[src/rtl/rst_seq_pkg.sv]
// Shared types and sizing helpers for the reset sequencer.
// Imported by rst_seq.
package rst_seq_pkg;

   typedef enum logic [2:0] {
      ST_WAIT_LOCK,
      ST_STABLE,
      ST_RELEASE,
      ST_RUN,
      ST_SOFT_HOLD
   } state_e;

   function automatic int max3(input int a, input int b, input int c);
      int m;
      m = a;
      if (b > m) m = b;
      if (c > m) m = c;
      return m;
   endfunction

   function automatic int cnt_width(input int lw, input int sg, input int sh);
      return $clog2(max3(lw, sg, sh)) + 1;
   endfunction

endpackage

[src/rtl/lock_sync.sv]
// Generic two-flop level synchroniser.
// Clears to 0 asynchronously.
module lock_sync (
   input  logic clk_in,
   input  logic rst_n_in,
   input  logic d_in,
   output logic q_out
);

   logic meta_q;

   // two-stage capture of the asynchronous level
   always_ff @(posedge clk_in or negedge rst_n_in) begin
      if (!rst_n_in) begin
         meta_q <= 1'b0;
         q_out  <= 1'b0;
      end else begin
         meta_q <= d_in;
         q_out  <= meta_q;
      end
   end

endmodule

[src/rtl/rst_seq.sv]
// Power-on / recovery reset sequencer.
// Releases reset domains in order after PLL lock.
module rst_seq
   import rst_seq_pkg::*;
#(
   parameter int N_STAGES  = 3,
   parameter int LOCK_WAIT = 1024,
   parameter int STAGE_GAP = 16,
   parameter int SOFT_HOLD = 8
) (
   input  logic                clk_in,
   input  logic                rst_n_in,
   input  logic                pll_locked_in,
   input  logic                soft_rst_in,
   output logic [N_STAGES-1:0] rst_n_out,
   output logic                done_out
);

   localparam int CW = cnt_width(LOCK_WAIT, STAGE_GAP, SOFT_HOLD);
   localparam int IW = $clog2(N_STAGES) + 1;

   state_e              state_q, state_d;
   logic [CW-1:0]       cnt_q, cnt_d;
   logic [IW-1:0]       idx_q, idx_d;
   logic [N_STAGES-1:0] rst_q, rst_d;
   logic                done_q, done_d;
   logic                lock_s;

   lock_sync u_lock_sync (
      .clk_in   (clk_in),
      .rst_n_in (rst_n_in),
      .d_in     (pll_locked_in),
      .q_out    (lock_s)
   );

   // state, counters and registered outputs
   always_ff @(posedge clk_in or negedge rst_n_in) begin
      if (!rst_n_in) begin
         state_q <= ST_WAIT_LOCK;
         cnt_q   <= '0;
         idx_q   <= '0;
         rst_q   <= '0;
         done_q  <= 1'b0;
      end else begin
         state_q <= state_d;
         cnt_q   <= cnt_d;
         idx_q   <= idx_d;
         rst_q   <= rst_d;
         done_q  <= done_d;
      end
   end

   // next-state and next-output decode
   always_comb begin
      state_d = state_q;
      cnt_d   = cnt_q;
      idx_d   = idx_q;
      rst_d   = rst_q;
      done_d  = done_q;
      if (state_q != ST_WAIT_LOCK && !lock_s) begin
         state_d = ST_WAIT_LOCK;
         cnt_d   = '0;
         idx_d   = '0;
         rst_d   = '0;
         done_d  = 1'b0;
      end else begin
         unique case (state_q)
            ST_WAIT_LOCK: begin
               rst_d  = '0;
               done_d = 1'b0;
               if (lock_s) begin
                  state_d = ST_STABLE;
                  cnt_d   = '0;
               end
            end
            ST_STABLE: begin
               if (cnt_q == CW'(LOCK_WAIT - 1)) begin
                  rst_d    = '0;
                  rst_d[0] = 1'b1;
                  idx_d    = IW'(1);
                  cnt_d    = '0;
                  if (N_STAGES == 1) begin
                     state_d = ST_RUN;
                     done_d  = 1'b1;
                  end else begin
                     state_d = ST_RELEASE;
                  end
               end else begin
                  cnt_d = cnt_q + CW'(1);
               end
            end
            ST_RELEASE: begin
               if (cnt_q == CW'(STAGE_GAP - 1)) begin
                  for (int i = 0; i < N_STAGES; i++) begin
                     if (idx_q == IW'(i)) rst_d[i] = 1'b1;
                  end
                  idx_d = idx_q + IW'(1);
                  cnt_d = '0;
                  if (idx_q == IW'(N_STAGES - 1)) begin
                     state_d = ST_RUN;
                     done_d  = 1'b1;
                  end
               end else begin
                  cnt_d = cnt_q + CW'(1);
               end
            end
            ST_RUN: begin
               if (soft_rst_in) begin
                  state_d = ST_SOFT_HOLD;
                  rst_d   = '0;
                  done_d  = 1'b0;
                  cnt_d   = '0;
               end
            end
            ST_SOFT_HOLD: begin
               if (cnt_q == CW'(SOFT_HOLD - 1)) begin
                  if (!soft_rst_in) begin
                     rst_d    = '0;
                     rst_d[0] = 1'b1;
                     idx_d    = IW'(1);
                     cnt_d    = '0;
                     if (N_STAGES == 1) begin
                        state_d = ST_RUN;
                        done_d  = 1'b1;
                     end else begin
                        state_d = ST_RELEASE;
                     end
                  end
               end else begin
                  cnt_d = cnt_q + CW'(1);
               end
            end
            default: begin
               state_d = ST_WAIT_LOCK;
               cnt_d   = '0;
               idx_d   = '0;
               rst_d   = '0;
               done_d  = 1'b0;
            end
         endcase
      end
   end

   assign rst_n_out = rst_q;
   assign done_out  = done_q;

endmodule

[config.mk]
export PLATFORM = sky130hd
export DESIGN_NAME = rst_seq
export DESIGN_NICKNAME = d
export VERILOG_FILES = /design/src/rtl/rst_seq_pkg.sv /design/src/rtl/lock_sync.sv /design/src/rtl/rst_seq.sv
export SDC_FILE = /design/constraint.sdc
export NUM_CORES = 1
export LEC_CHECK = 0
export BUFFER_PORTS_ARGS = -buffer_cell sky130_fd_sc_hd__buf_2
export CAP_MARGIN = 20
export CORE_MARGIN = 3
export CORE_UTILIZATION = 40
export CTS_CLUSTER_DIAMETER = 30
export DETAILED_ROUTE_END_ITERATION = 12
export PLACE_DENSITY_LB_ADDON = 0.25
export SYNTH_ARGS = -nofsm -noshare
export SYNTH_HDL_FRONTEND = slang
export SYNTH_SLANG_ARGS = --single-unit
export TNS_END_PERCENT = 100
[constraint.sdc]
create_clock -name clk_in -period 2.3 [get_ports clk_in]
set_clock_uncertainty 0.2 [all_clocks]
set_input_delay 0.345 -clock clk_in [delete_from_list [all_inputs] [get_ports clk_in]]
set_output_delay 0.345 -clock clk_in [all_outputs]
set_load 0.05 [all_outputs]
# After elaboration in Yosys (flattened, before gate mapping)
# Index checks and enable logic that the tools add are counted.
# W data, S select, Z words.
dict set report totals {
  mem_bits_ro 0
  output_inout_bits 4
  latch_bits 0
  in_bits 4
  mem_bits_rw 0
  reg_bits 23
  memories 0
}
dict set report op_classes {
  order_cmp 0
  n_eq_ne 21
  n_reduce_logical 14
  n_mux 34
  shifts 0
  mul 0
  n_div 0
  addsub 2
  n_bitwise 0
}
# operator count
set op_table {}
lappend op_table {{$mux W11} 7}
lappend op_table {{$pmux W11 S5} 1}
lappend op_table {{$mux W3} 16}
lappend op_table {{$ne A3 B3 Y1 const B} 8}
lappend op_table {{$pmux W3 S4} 2}
lappend op_table {{$reduce_and A6 Y1} 3}
lappend op_table {{$pmux W3 S5} 1}
lappend op_table {{$add A11 B1 Y11 const B} 1}
lappend op_table {{$eq A11 B10 Y1 const B} 1}
lappend op_table {{$eq A11 B3 Y1 const B} 1}
lappend op_table {{$eq A11 B4 Y1 const B} 1}
lappend op_table {{$eq A3 B2 Y1 const B} 3}
lappend op_table {{$reduce_and A7 Y1} 1}
lappend op_table {{$eq A3 B1 Y1 const B} 2}
lappend op_table {{$logic_not A3 Y1} 2}
lappend op_table {{$mux W1} 6}
lappend op_table {{$reduce_and A5 Y1} 1}
lappend op_table {{$ne A2 B1 Y1 const B} 2}
lappend op_table {{$ne A4 B4 Y1 const B} 1}
lappend op_table {{$reduce_and A4 Y1} 1}
lappend op_table {{$reduce_or A2 Y1} 2}
lappend op_table {{$add A3 B1 Y3 const B} 1}
lappend op_table {{$eq A3 B3 Y1 const B} 1}
lappend op_table {{$ne A3 B2 Y1 const B} 1}
lappend op_table {{5 further kinds} 5}

# Logic depth before layout (Yosys ltp)
dict set report depth {
  word_depth 5
  ltp_mapped 8
  ltp_nobuf 6
}

# Cells and area by module
# A second synthesis with hierarchy kept.
dict set report unflattened {
  hier_cells 168
  hier_area_um2 1480.2
}
# mod cells_per_inst n_inst seq_area_each_um2 area_each_um2
set by_module_without_submodules {}
lappend by_module_without_submodules {rst_seq 166 1 525.5 1430.1}
lappend by_module_without_submodules {lock_sync 2 1 50.0 50.0}

# Least setup slack after synthesis
# No wires, ideal clock.
dict set report synth_path {
  path_type {flip-flop to flip-flop}
  from {register cnt_q[0]}
  to {register idx_q[2]}
  synth_period_minus_slack_ns 2.296
  setup_slack_ns 0.004
  required_ns 2.034
  setup_ns 0.066
  path_stages_with_launch 7
  arrival_ns 2.030
  path_cell_list {dfrtp_1 ha_1 nand3_2 or4_4 a211o_1 or4_1 nand2_1}
}
dict set report synth_between {
  elab_chain_cells 3
  word_cells_on_any_way 7
  classes_between {eq/ne (6); reduce/logical (1)}
}
# item line
set synth_rtl {}
lappend synth_rtl {{start, declared} rst_seq.sv:23} ;# logic [CW-1:0] cnt_q, cnt_d;
lappend synth_rtl {{start signal, assigned} rst_seq.sv:46} ;# cnt_q <= cnt_d;
lappend synth_rtl {{$eq A11 B3 Y1, or another cell as far along} rst_seq.sv:116} ;# if (cnt_q == CW'(SOFT_HOLD - 1)) begin
lappend synth_rtl {{$ne A3 B3 Y1 (no line)} --}
lappend synth_rtl {{$reduce_and A5 Y1 (no line) *} --}
lappend synth_rtl {{end signal, assigned} rst_seq.sv:47} ;# idx_q <= idx_d;
lappend synth_rtl {{end, declared} rst_seq.sv:24} ;# logic [IW-1:0] idx_q, idx_d;
# Mark *: on every way between the ends. The rest lies on a longest branch, timed or not.
# A chain may end at the register's enable or synchronous reset.

# Final worst setup path
dict set report layout_path {
  from {register cnt_q[4]}
  to {register idx_q[2]}
}
# Same word-level chain as after synthesis.

==> implementation parameters <==
Parameter                              Value

Layout
  Area Growth Syn to Fin ... 21.8%
  Antenna diode instance count ... 0
  Fraction of final layout cells sized beyond drive strength 1 ... roughly 22%
  Layout net count ... around 200

Synthesis
  Synthesized netlist cell count ... 169
  Syn avg cell area ... around 8.8 um^2
  Count of cell types in the netlist ... 50
  Flops & latches, synth ... 23
  Ys Warns ... 0
  Area leader, netlist ... sky130_fd_sc_hd__dfrtp_1
  Portion of synthesized cell area occupied by the leading cell type ... approximately 40%
  Dominant register cell in the synthesized netlist ... sky130_fd_sc_hd__dfrtp_1
  Share of synthesized registers carrying an async set or reset ... 100%
  Proportion of synthesized chip area in sequential cells ... 38.9%
  Cell area after technology mapping ... 1480 um^2
  Area contributors post-synth ... sky130_fd_sc_hd__dfrtp_1 (39%), sky130_fd_sc_hd__a21oi_1 (5.4%), sky130_fd_sc_hd__o21ai_0 (4.7%)
  Post-synth EDFFs ... 0
  Total nets after synthesis ... 178

Timing
  Final count of hold timing violations ... 0
  Worst slew pin tran ... about 0.55 ns
  Time the final worst path needs with I/O delays and setup ... between 2 and 2.5 ns
  Finish-stage setup viols ... 0
  Max-slew violation total from the final report ... 0
  Worst-case headroom to the max-slew limit ... 63.5%
  Fmax ... about 450 MHz
  RSZ-0062 raised after global routing ... no
  Final critical-path share of the clock period ... between 90 and 100%
  Sum of negative setup slack ... 0 ns

Placement
  Routability congestion estimate from global placement ... 0.810
  HPWL Detailed ... between 2000 and 2500 um
  PortBufs ... 7

GRT
  Via count of the first global-routing pass ... ~1,300
  Met1 routing resource usage after global routing ... 21.5%
  Met3 Resource Use GR ... 3.04%
  Global-route congestion overflow total ... 0
  GRT Total Usage ... about 17%
  Top Usage Layer GRT ... met2
  Wire length of the first global-routing pass ... 5820 um
  Initial antenna violation count ... 0
  Fraction of met2 tracks used by global routing ... roughly 29%
  Maximum number of pins on one net before global-route repair ... 24

Worst setup path
  Crit Path Category ... register to register
  Arrival @ worst endpoint ... between 2 and 2.5 ns
  Kind of end point of the critical path ... register
  Max FO, Critical Path ... 4
  Launching element type of the critical path ... register
  Critical path required time ... between 2 and 2.5 ns
  Kind of cell with the highest combined delay on the critical path ... simple AND/OR/NAND/NOR gates
  Cell chain of the critical path ... nand4_1 > or4_4 > a211o_1 > or4_1 > nand2_1
  Number of buffers and inverters on the critical path ... 0
  Biggest cell delay along the critical path ... ~0.57 ns
  Slowest stage cell on the critical path ... sky130_fd_sc_hd__or4_4
  FF-to-FF setup slack ... between 0.05 and 0.06 ns

Clock tree
  CTS tree ... yes
  Clock Root Buffer ... sky130_fd_sc_hd__clkbuf_8
  Clock transition time at the flip-flop clock pins of the worst setup and hold paths ... 0.08 ns
  TritonCTS Buffers ... 3
  Clk buf depth ... 2
  Number of levels the H-tree was split into ... 1
  Clock sink count ... 23
  Skew-Pair Late Insertion Delay ... 0.26 ns

Floorplan
  Full die area ... approximately 4500 um^2
  Floorplan die width ... around 67 um
  Initial Utilization ... between 40 and 50%
  Core region area ... 3440 um^2
  Floorplan row count ... 21
  I/O Pins ... 8
  Overall die height ... around 67 um

Drt
  Routed length per instance ... ~14 um
  Sum of routed wire length over all layers ... around 3500 um
  Total via count in the routed design ... around 1,300
  DRC marker count from the first detailed-route iteration ... 62
  Via density ... approximately 5.6
  Number of design rule violations left after detail routing ... 0
  Routed Antenna Nets ... 0
  Drt first pass iters ... 4

Power and ir drop
  Post-layout power ... approximately 1.8 mW
  Switching power summed over all nets ... between 0.7 and 0.8 mW
  Sequential group share of total power ... 34.1%
  Worst ir drop on vdd ... 635 uV
  Switching Share ... between 40% and 50%
  Part of the power in combinational logic ... 51.4%
  Leakage power of the design ... around 0.8 nW
  Power Internal ... 1.03 mW
  Share of total power in the clock network ... around 14%
  Total power density per cell area ... about 1000 nW/um^2

Outcome
  Result of the run ... finished clean

Job
  Number of maximum-capacitance constraint violations ... 0

Hold path
  Worst Hold Class ... register to register
==> flip-flops by register name, summed over array words and instances, names as in the netlist <==
register / cells
cnt_q: 11
idx_q: 3
rst_n_out: 3
state_q: 3
done_out: 1
u_lock_sync.meta_q: 1
u_lock_sync.q_out: 1
==> cells by family after synthesis <==
kind of cell	count (synthesis)	share of synthesized area, %
muxes	1	0.676
DFF	23	38.9
adders and majority gates	5	4.22
and+or+nand+nor	63	26.0
AOI/OAI and AO/OA	59	24.7
buffers and inverters	16	4.31
xor gates and xnor gates	2	1.18
==> final cells by class <==
cell class	count	area, um^2
Multi-Input combinational cell	130	887
Inverter	6	22.5
Timing Repair Buffer	30	214
Tap cell	46	57.6
Sequential cell	23	578
Clock buffer	4	45.0
Fill cell	318	1640
==> through the flow <==
step                      std cells  utilization (%)  hold slack, ns  cell area [um^2]  setup WS (ns)
after floorplan                 169                -          -0.151              1480        0.00376
after global placement          228             48.0           0.133              1650         0.0226
after detailed placement        228             48.0           0.136              1650        -0.0415
after CTS                       237             51.2           0.156              1760         0.0132
after global routing            239             52.4           0.164              1800        0.00690
final                           239             52.4           0.152              1800         0.0591
==> synthesized netlist by cell type (all sizes together), types with 2 or more instances <==
cell type,instances
nand2,11
or3b,2
nor4,2
buf,2
ha,5
a21o,5
and3,2
inv,6
a21oi,16
nor3,4
and2,2
or3,3
a211oi,2
nor3b,2
nor2,10
xnor2,2
nand4,2
nand4bb,2
nand3,4
nor2b,7
dfrtp,23
a31oi,8
clkbuf,8
or4,2
o21ai,15
a211o,2
o21a,2
==> layout by cell type (no fill, tap or decap), types with 2 or more instances in the layout <==
master,count
sky130_fd_sc_hd__nor3_1,4
sky130_fd_sc_hd__xnor2_1,2
sky130_fd_sc_hd__nor2b_1,7
sky130_fd_sc_hd__and2_1,2
sky130_fd_sc_hd__dfrtp_2,2
sky130_fd_sc_hd__dlygate4sd3_1,2
sky130_fd_sc_hd__nor2_1,10
sky130_fd_sc_hd__dfrtp_1,21
sky130_fd_sc_hd__o21ai_1,2
sky130_fd_sc_hd__a211o_1,2
sky130_fd_sc_hd__o21a_1,2
sky130_fd_sc_hd__or3b_2,2
sky130_fd_sc_hd__buf_4,19
sky130_fd_sc_hd__nand3_1,3
sky130_fd_sc_hd__nor3b_1,2
sky130_fd_sc_hd__nand4_1,2
sky130_fd_sc_hd__o21ai_0,13
sky130_fd_sc_hd__a21o_1,5
sky130_fd_sc_hd__inv_1,6
sky130_fd_sc_hd__a31oi_1,8
sky130_fd_sc_hd__and3_1,2
sky130_fd_sc_hd__clkbuf_8,3
sky130_fd_sc_hd__nand2_1,11
sky130_fd_sc_hd__or3_1,3
sky130_fd_sc_hd__a21oi_1,15
sky130_fd_sc_hd__buf_2,8
sky130_fd_sc_hd__nand4bb_1,2
sky130_fd_sc_hd__ha_1,4
==> metal layers <==
metal / vias to the layer above / share of wire, %
met2: 23 / 49
met5: - / 0
met3: 4 / 3.2
met4: 0 / 0.75
li1: 678 / -
met1: 642 / 47
==> worst register-to-register path, cell delays in order (launching register included) <==
cell                      delay, ns
sky130_fd_sc_hd__dfrtp_1       0.42
sky130_fd_sc_hd__nand4_1       0.20
sky130_fd_sc_hd__or4_4         0.57
sky130_fd_sc_hd__a211o_1       0.32
sky130_fd_sc_hd__or4_1         0.40
sky130_fd_sc_hd__nand2_1       0.08
==> what timing repair did <==
action,in CTS,in global routing
gates cloned,1,0
buffers inserted,2,2
hold buffers,2,0
setup endpoints to repair,5,14
hold endpoints to repair,24,0
gates resized for setup,3,9
pin swaps,1,1
==> power by group through the flow <==
stage	sequential [mW]	clock, mW	combinational (mW)
2_1_floorplan	0.636	0	0.516
3_3_place_gp	0.591	0	0.769
3_5_place_dp	0.598	0	0.795
4_1_cts	0.597	0.261	0.863
5_1_grt	0.617	0.275	1.01
6_report	0.600	0.254	0.903
==> final timing paths <==
check / start / endpoint / depth (start not counted)
setup reg to reg: cnt_q[4]$_DFFE_PN0P_ / idx_q[2]$_DFFE_PN0P_ / 5
max in group asynchronous: rst_n_in / state_q[1]$_DFFE_PN0P_ / 2
hold / removal: u_lock_sync.meta_q$_DFF_PN0_ / u_lock_sync.q_out$_DFF_PN0_ / 0
min in group asynchronous: rst_n_in / rst_n_out[1]$_DFFE_PN0P_ / 2
hold reg to reg: u_lock_sync.meta_q$_DFF_PN0_ / u_lock_sync.q_out$_DFF_PN0_ / 0
setup / recovery: cnt_q[4]$_DFFE_PN0P_ / idx_q[2]$_DFFE_PN0P_ / 5
(Power assumes the default switching activity.)
